<file path="src/rtl/corescore_stream_arbiter_if.sv">
// Stream bundle between the NUM_SRC sources, the arbiter and the UART emitter.
// Signal names are taken from the arbiter's point of view: i_* enter the
// arbiter, o_* leave it.
interface corescore_stream_arbiter_if #(
  parameter int NUM_SRC = 2
);

  logic [8*NUM_SRC-1:0] i_tdata;
  logic [NUM_SRC-1:0]   i_tlast;
  logic [NUM_SRC-1:0]   i_tvalid;
  logic [NUM_SRC-1:0]   o_tready;

  logic [7:0]           o_tdata;
  logic                 o_tlast;
  logic                 o_tvalid;
  logic                 i_tready;

  // Arbiter side: consumes the source beats and the emitter ready.
  modport slave (
    input  i_tdata,
    input  i_tlast,
    input  i_tvalid,
    input  i_tready,
    output o_tready,
    output o_tdata,
    output o_tlast,
    output o_tvalid
  );

  // Environment side: the sources plus the emitter.
  modport master (
    output i_tdata,
    output i_tlast,
    output i_tvalid,
    output i_tready,
    input  o_tready,
    input  o_tdata,
    input  o_tlast,
    input  o_tvalid
  );

endinterface

</file>
<file path="src/rtl/corescore_stream_arbiter.sv">
// Packet-level round-robin arbiter sharing one byte-wide AXI-Stream emitter
// between NUM_SRC sources. A grant is held from the first beat through the
// tlast handshake, so packets never interleave on the UART line. After a
// packet from source k, source k has the lowest priority next time round.
module corescore_stream_arbiter #(
  parameter int NUM_SRC = 2,
  parameter int CNT_W   = 16
) (
  input  logic                       i_clk,
  input  logic                       i_rst,
  corescore_stream_arbiter_if.slave  bus,
  output logic [NUM_SRC-1:0]         o_grant,
  output logic                       o_busy,
  output logic [CNT_W-1:0]           o_pkt_cnt
);

  localparam int IDX_W = (NUM_SRC > 1) ? $clog2(NUM_SRC) : 1;
  localparam logic [IDX_W:0]   NSRC     = (IDX_W+1)'(NUM_SRC);
  localparam logic [IDX_W-1:0] LAST_SRC = IDX_W'(NUM_SRC - 1);

  typedef enum logic {
    IDLE,
    GRANT
  } state_t;

  state_t               state;
  logic [IDX_W-1:0]     gnt_idx;
  logic [IDX_W-1:0]     last_idx;
  logic [CNT_W-1:0]     pkt_cnt;
  logic [NUM_SRC-1:0]   grant_q;
  logic                 busy_q;

  logic [IDX_W:0]       base;
  logic [IDX_W:0]       pick;
  logic [IDX_W:0]       sum;
  logic [2*NUM_SRC-1:0] rot;
  logic                 any_req;
  logic [IDX_W-1:0]     winner;

  logic [7:0]           sel_data;
  logic                 sel_last;
  logic                 sel_valid;
  logic                 hs_last;

  // Round-robin pick: rotate the request vector so the source after
  // last_idx lands at bit 0, take the lowest set bit, then rotate the
  // resulting offset back into a source index (modulo NUM_SRC).
  always_comb begin
    base = {1'b0, last_idx} + (IDX_W+1)'(1);
    if (base >= NSRC) base = '0;
    rot  = {bus.i_tvalid, bus.i_tvalid} >> base;
    pick = '0;
    for (int p = NUM_SRC - 1; p >= 0; p--) begin
      if (rot[p]) pick = (IDX_W+1)'(p);
    end
    sum = base + pick;
    if (sum >= NSRC) sum = sum - NSRC;
    winner  = sum[IDX_W-1:0];
    any_req = |bus.i_tvalid;
  end

  // Zero-latency mux from the granted source to the emitter; everything is
  // forced to zero while idle so the emitter sees a clean bus between packets.
  always_comb begin
    sel_data  = '0;
    sel_last  = 1'b0;
    sel_valid = 1'b0;
    for (int s = 0; s < NUM_SRC; s++) begin
      if (gnt_idx == IDX_W'(s)) begin
        sel_data  = bus.i_tdata[8*s +: 8];
        sel_last  = bus.i_tlast[s];
        sel_valid = bus.i_tvalid[s];
      end
    end
    bus.o_tdata  = '0;
    bus.o_tlast  = 1'b0;
    bus.o_tvalid = 1'b0;
    bus.o_tready = '0;
    if (state == GRANT) begin
      bus.o_tdata  = sel_data;
      bus.o_tlast  = sel_last;
      bus.o_tvalid = sel_valid;
      bus.o_tready = grant_q & {NUM_SRC{bus.i_tready}};
    end
    hs_last = (state == GRANT) && sel_valid && sel_last && bus.i_tready;
  end

  // Grant FSM: arbitrate in IDLE, hold the grant until the tlast handshake,
  // then spend one IDLE cycle before the next arbitration.
  always_ff @(posedge i_clk) begin
    if (i_rst) begin
      state    <= IDLE;
      gnt_idx  <= '0;
      last_idx <= LAST_SRC;
      pkt_cnt  <= '0;
      grant_q  <= '0;
      busy_q   <= 1'b0;
    end else begin
      case (state)
        IDLE: begin
          if (any_req) begin
            gnt_idx <= winner;
            grant_q <= NUM_SRC'(1) << winner;
            busy_q  <= 1'b1;
            state   <= GRANT;
          end
        end
        GRANT: begin
          if (hs_last) begin
            last_idx <= gnt_idx;
            pkt_cnt  <= pkt_cnt + CNT_W'(1);
            grant_q  <= '0;
            busy_q   <= 1'b0;
            state    <= IDLE;
          end
        end
        default: begin
          state   <= IDLE;
          grant_q <= '0;
          busy_q  <= 1'b0;
        end
      endcase
    end
  end

  assign o_grant   = grant_q;
  assign o_busy    = busy_q;
  assign o_pkt_cnt = pkt_cnt;

endmodule

</file>
<file path="src/flat_wrapper.sv">
// flat-port wrapper written by rule: the top's interface ports become plain ports
module corescore_stream_arbiter_flat 
#(
  parameter int NUM_SRC = 2,
  parameter int CNT_W   = 16
)
  (i_clk, i_rst, o_grant, o_busy, o_pkt_cnt, bus_i_tdata, bus_i_tlast, bus_i_tvalid, bus_i_tready, bus_o_tready, bus_o_tdata, bus_o_tlast, bus_o_tvalid);
  corescore_stream_arbiter_if #(.NUM_SRC(NUM_SRC)) bus_i ();
  input  logic i_clk;
  input  logic i_rst;
  output logic [NUM_SRC-1:0] o_grant;
  output logic o_busy;
  output logic [CNT_W-1:0] o_pkt_cnt;
  input wire logic [$bits(bus_i.i_tdata)-1:0] bus_i_tdata;
  input wire logic [$bits(bus_i.i_tlast)-1:0] bus_i_tlast;
  input wire logic [$bits(bus_i.i_tvalid)-1:0] bus_i_tvalid;
  input wire logic [$bits(bus_i.i_tready)-1:0] bus_i_tready;
  output wire logic [$bits(bus_i.o_tready)-1:0] bus_o_tready;
  output wire logic [$bits(bus_i.o_tdata)-1:0] bus_o_tdata;
  output wire logic [$bits(bus_i.o_tlast)-1:0] bus_o_tlast;
  output wire logic [$bits(bus_i.o_tvalid)-1:0] bus_o_tvalid;
  assign bus_i.i_tdata = bus_i_tdata;
  assign bus_i.i_tlast = bus_i_tlast;
  assign bus_i.i_tvalid = bus_i_tvalid;
  assign bus_i.i_tready = bus_i_tready;
  assign bus_o_tready = bus_i.o_tready;
  assign bus_o_tdata = bus_i.o_tdata;
  assign bus_o_tlast = bus_i.o_tlast;
  assign bus_o_tvalid = bus_i.o_tvalid;
  corescore_stream_arbiter #(.NUM_SRC(NUM_SRC), .CNT_W(CNT_W)) u_core (.i_clk(i_clk), .i_rst(i_rst), .bus(bus_i), .o_grant(o_grant), .o_busy(o_busy), .o_pkt_cnt(o_pkt_cnt));
endmodule
</file>
<file path="config.mk">
export PLATFORM = sky130hd
export DESIGN_NAME = corescore_stream_arbiter_flat
export DESIGN_NICKNAME = d
export VERILOG_FILES = /design/src/rtl/corescore_stream_arbiter_if.sv /design/src/rtl/corescore_stream_arbiter.sv /design/src/flat_wrapper.sv
export SDC_FILE = /design/constraint.sdc
export NUM_CORES = 1
export LEC_CHECK = 0
export ABC_CLOCK_PERIOD_IN_PS = 2120
export CAP_MARGIN = 20
export CELL_PAD_IN_SITES_DETAIL_PLACEMENT = 1
export CELL_PAD_IN_SITES_GLOBAL_PLACEMENT = 1
export CORE_MARGIN = 4
export CORE_UTILIZATION = 29
export DETAILED_ROUTE_END_ITERATION = 12
export GPL_ROUTABILITY_DRIVEN = 0
export GPL_TIMING_DRIVEN = 0
export PLACE_DENSITY_LB_ADDON = 0.05
export SLEW_MARGIN = 5
export SYNTH_ARGS = -nofsm -noshare
export SYNTH_HDL_FRONTEND = slang
export SYNTH_SLANG_ARGS = --single-unit
</file>
<file path="constraint.sdc">
create_clock -name i_clk -period 2.12 [get_ports i_clk]
set_input_delay 0.318 -clock i_clk [delete_from_list [all_inputs] [get_ports i_clk]]
set_output_delay 0.318 -clock i_clk [all_outputs]
set_load 0.1 [all_outputs]
</file>
### Word-level counts from Yosys, hierarchy flattened

Cells that the tools add are included.

| operators by class | value |
|---|---|
| add/sub/neg operators | 4 |
| magnitude comparators | 2 |
| equality and inequality tests | 2 |
| shifts and indexed selects | 2 |
| mux-type cells | 20 |
| bitwise operators | 2 |
| reductions and logical operators | 7 |

Operator list:

| operator | count |
|---|---|
| adder 16 x 1 -> 16 bit (second input constant) | 1 |
| 2-to-1 mux 8 bit | 2 |
| 2-to-1 mux 1 bit | 10 |
| 2-to-1 mux 2 bit | 5 |
| AND reduction 2 bit | 3 |
| greater-or-equal comparator 2 bit (second input constant) | 2 |
| one-hot mux 1 bit (2 select lines) | 2 |
| one-hot mux 2 bit (2 select lines) | 1 |
| right shift 4 x 2 -> 2 bit | 1 |
| logical AND 1 bit | 3 |
| adder 1 x 1 -> 2 bit (second input constant) | 1 |
| adder 2 bit | 1 |
| AND 2 bit | 1 |
| != test 2 x 1 -> 1 bit (second input constant) | 1 |
| != test 2 bit (second input constant) | 1 |
| OR reduction 2 bit | 1 |
| << shifter 1 x 1 -> 2 bit (first input constant) | 1 |
| inverter 1 bit | 1 |
| subtractor 1 bit (second input constant) | 1 |

| storage, ports and cells | value |
|---|---|
| bits in registers | 22 |
| bits of input ports | 23 |
| output and inout bits | 31 |

### Depth between registers and ports, before layout

| logic depth | value |
|---|---|
| depth in word-level cells | 12 |
| depth in mapped cells | 6 |
| mapped depth without buffers | 5 |

### Least setup slack after synthesis

Ideal clock, no wire load.

| timing path | value |
|---|---|
| kind | register -> register |
| start point | register u_core.pkt_cnt[0] (netlist: u_core.o_pkt_cnt[0]) |
| end point | register u_core.pkt_cnt[14] (netlist: u_core.o_pkt_cnt[14]) |
| library setup time | 0.070 ns |
| arrival | 2.631 ns |
| slack | -0.582 ns |
| cell stages (with the launch flop) | 7 |
| buffers on the path | 1 |
| period minus slack after synthesis | 2.702 ns |
| cell sequence | dfxtp_1 > ha_1 > nand4_1 > or4b_4 > buf_6 > or4_1 > a21oi_1 |

| between the ends | value |
|---|---|
| longest elaborated chain between the ends | 1 |

RTL lines:

| what | line | text |
|---|---|---|
| start: declaration | corescore_stream_arbiter.sv:29 | `logic [CNT_W-1:0] pkt_cnt;` |
| start signal: assignment | corescore_stream_arbiter.sv:111 | `pkt_cnt <= pkt_cnt + CNT_W'(1);` |
| adder 16 x 1 -> 16 bit | corescore_stream_arbiter.sv:111 |  |

Every way passes these cells.
A chain may end at the register's enable or synchronous reset.

### Final worst setup path

| timing path | value |
|---|---|
| start point | register u_core.pkt_cnt[1] (netlist: u_core.o_pkt_cnt[1]) |
| end point | output o_pkt_cnt[1] |

RTL lines:

| what | line | text |
|---|---|---|
| end: declaration | flat_wrapper.sv:13 | `output logic [CNT_W-1:0] o_pkt_cnt;` |

No word-level cell between the ends.

==> results by group <==
Outcome
  • Status: completed

Clock network
  • TritonCTS Sinks: 22
  • Clk slew on worst S/H paths: roughly 80 ps
  • Later-pin clock latency in the skew report: ~260 ps
  • Root Buffer: clkbuf_8
  • Cts hold-fix bufs: 0
  • CTS Buf Count: 3
  • Clock Path Buffers: 2
  • CTS H-tree lvls: 1
  • CTS tree: done

Place
  • Placed cell count: 237
  • Placement Setup Slack: -522 ps
  • Post-DP Area: 1790 µm²
  • I/O Buffers: 53
  • HPWL Detailed: between 2 and 3 mm

STA
  • Hold slack final: 456 ps
  • Setup TNS Final: 0 ps
  • Clk_skew: 2.68 ps
  • Final Hold Fails: 0
  • Tmin final: 2080 ps
  • Max-slew violations: 0
  • RSZ-0062 raised after global routing: false
  • Tightest Pin Transition: just under 1000 ps
  • Period utilization: 0.982
  • FMAX: ~480 MHz
  • Worst slew margin: 0.348
  • Setup ws final: about 38 ps
  • Final setup fails: 0

Synthesis
  • Post-synthesis sequential area ratio: 0.380
  • Synth Area per Inst: between 8 and 9 µm²
  • Synth Instances: 136
  • Yosys warnings: 0
  • Leading area contributor after synthesis: dfxtp_1
  • Main flop type after synthesis: dfxtp_1
  • Synthesized cell area: 1160 µm²
  • Cell with the most instances after synthesis: dfxtp_1
  • Post-synth top cells: dfxtp_1, a21oi_1, mux2i_1, nor2b_1
  • Seq cells post-synth: 22
  • Number of distinct library cells after synthesis: 30
  • Post-synth EDFFs: 0
  • Yosys top cell area share: 0.380
  • Top area cells in the synthesized netlist: dfxtp_1, mux2i_1, a21oi_1
  • Post-Syn Nets: 160
  • Post-synth ARST share: 0

GRT
  • Vias in the first global route: 1,303
  • First-pass GRT wire length: between 6 and 7 mm
  • GRT Total Usage: 0.156
  • Antenna violations before repair: 0
  • Total global routing overflow: 0
  • Largest net degree at the start of global routing: 14

Setup path
  • Crit-path max FO: 5
  • Worst setup SP type: flip-flop
  • Cell chain of the critical path: clkdlybuf4s50_1
  • CP endpoint kind: output pin
  • Critical path startpoint: u_core.o_pkt_cnt[1]$_SDFFE_PP0P_
  • Crit path max-delay family: buffers and inverters
  • Bufs and invs on worst path: 1
  • R2r setup slk: 90 ps
  • Slowest cell on the critical path: clkdlybuf4s50_1
  • WP data arrival: between 1500 and 2000 ps
  • FF-to-FF End: u_core.o_pkt_cnt[14]$_SDFFE_PP0P_
  • Worst R2R Start: u_core.gnt_idx$_SDFFE_PP0P_
  • Critical path type: flip-flop to output pin
  • Worst EP required: approximately 1800 ps
  • Instance count on the critical path: 1
  • FF-to-FF path depth: 6
  • Slowest stage delay, CP: about 1100 ps
  • CP endpoint: o_pkt_cnt[1]

Run
  • Total of max-cap violations: 0

Final layout
  • Finished Layout Cells: around 240
  • Design Area, Final: between 1500 and 2000 µm²
  • Fillers: roughly 440
  • Antenna cells: 0
  • Seq. cell area: between 400 and 500 µm²
  • Nets: between 200 and 250
  • Fraction of layout cells with a size suffix above 1: 0.244
  • Area grow syn2layout: 61.6%
  • Footprint of the multi-input gates: 694 µm²

Detailed routing
  • Via density: roughly 5.1
  • 1st-iter DRT viols: between 40 and 50
  • Vias: approximately 1,200
  • DR WL/cell: 15.9 µm
  • Initial DRT Pass Iterations: 4
  • Routed wire length: ~3.8 mm
  • Antenna-violating nets left: 0
  • # DRC: 0

Power and ir drop
  • Logic gate share of total power: 0.288
  • VDD IR-drop max: roughly 0.25 mV
  • Clk network pwr share: 0.340
  • Share of power burned in registers: 0.373
  • Leak: 0.000853 µW
  • Switching share of power: 0.326
  • Sw Pwr: 377 µW
  • P_int: 780 µW
  • PD cells: approximately 600 nW/µm²

Die
  • Site Rows: 22
  • DIE WIDTH: just over 70 µm
  • Initial Util: 0.307
  • Die Area: about 5100 µm²
  • Die height: 71.2 µm
  • Core footprint: approximately 3800 µm²
  • Num ports: between 50 and 60

Min path
  • Hold_sp: u_core.o_busy$_SDFFE_PP0P_
  • Hold Path Class: flip-flop to flip-flop
## stage by stage
step / util / total power, µW
4_1_cts: 0.490 / 1170
5_1_grt: 0.496 / 1200
3_5_place_dp: 0.475 / 778
3_3_place_gp: 0.475 / 772
6_report: 0.496 / 1160
2_1_floorplan: - / 674
## worst min path at each step
stage / depth (start not counted) / end / slack, ps
6_report: 2 / u_core.o_busy$_SDFFE_PP0P_ / 460
5_1_grt: 2 / u_core.o_busy$_SDFFE_PP0P_ / 490
4_1_cts: 2 / u_core.o_busy$_SDFFE_PP0P_ / 460
3_5_place_dp: 2 / u_core.o_busy$_SDFFE_PP0P_ / 450
3_3_place_gp: 2 / u_core.o_busy$_SDFFE_PP0P_ / 450
2_1_floorplan: 1 / u_core.gnt_idx$_SDFFE_PP0P_ / 390
## cells by family (layout without fill, tap and decap cells)
family          after synthesis  count (layout)  share of synthesized area
buf+inv                      12              69                     0.0518
fa+ha+maj                     1               1                     0.0108
compound gates               33              33                      0.160
flops                        22              22                      0.380
xor+xnor                      2               2                     0.0151
simple gates                 55              55                      0.287
mux                          11              11                     0.0950
## layout make-up
cell class | count | area share
multi-input cells | 102 | 0.371
repair buffers | 54 | 0.283
flip-flops and latches | 22 | 0.245
well taps | 48 | 0.0321
plain buffers | 7 | 0.0227
clock buffers | 3 | 0.0221
clock inverters | 1 | 0.0160
inverters | 4 | 0.00802
## power groups by stage
stage	sequential (µW)	combinational, µW	clock (µW)
final	431	333	393
after global placement	436	335	0
after floorplan	475	198	0
after global routing	434	349	419
after detailed placement	437	341	0
after CTS	428	339	403
## per-layer routing
| metal | part of all wire | vias to the layer above | GRT usage |
|---|---|---|---|
| li1 | - | 613 | - |
| met5 | 0 | - | 0 |
| met2 | 0.53 | 21 | 0.276 |
| met1 | 0.42 | 595 | 0.196 |
| met3 | 0.034 | 4 | 0.0270 |
| met4 | 0.0084 | 0 | 0.0376 |
## cell usage in the layout, fill, tap and decap left out, types with 5 or more instances in the layout
cell type / n
dlygate4sd2_1: 9
o21ai_0: 9
nor2_1: 5
dfxtp_1: 11
or3_1: 9
buf_4: 11
nand3_1: 5
nand2_1: 7
nor2b_2: 9
nand4_1: 5
dfxtp_2: 9
dlymetal6s2s_1: 10
a21oi_1: 16
mux2i_1: 9
clkdlybuf4s50_1: 22
## state kept, by name, summed over array words and instances (netlist names)
signal / count
u_core.last_idx: 1
u_core.o_pkt_cnt: 16
u_core.o_busy: 1
u_core.o_grant: 2
u_core.gnt_idx: 1
u_core.state: 1
## what timing repair did
item                                    CTS  global route
endpoints found under the hold margin     0             0
gates resized for setup                  78            11
endpoints found under the setup margin   26            26
pin swaps                                 0             0
buffers inserted                          1             0
Note: power is estimated with default switching activity, not from simulation.
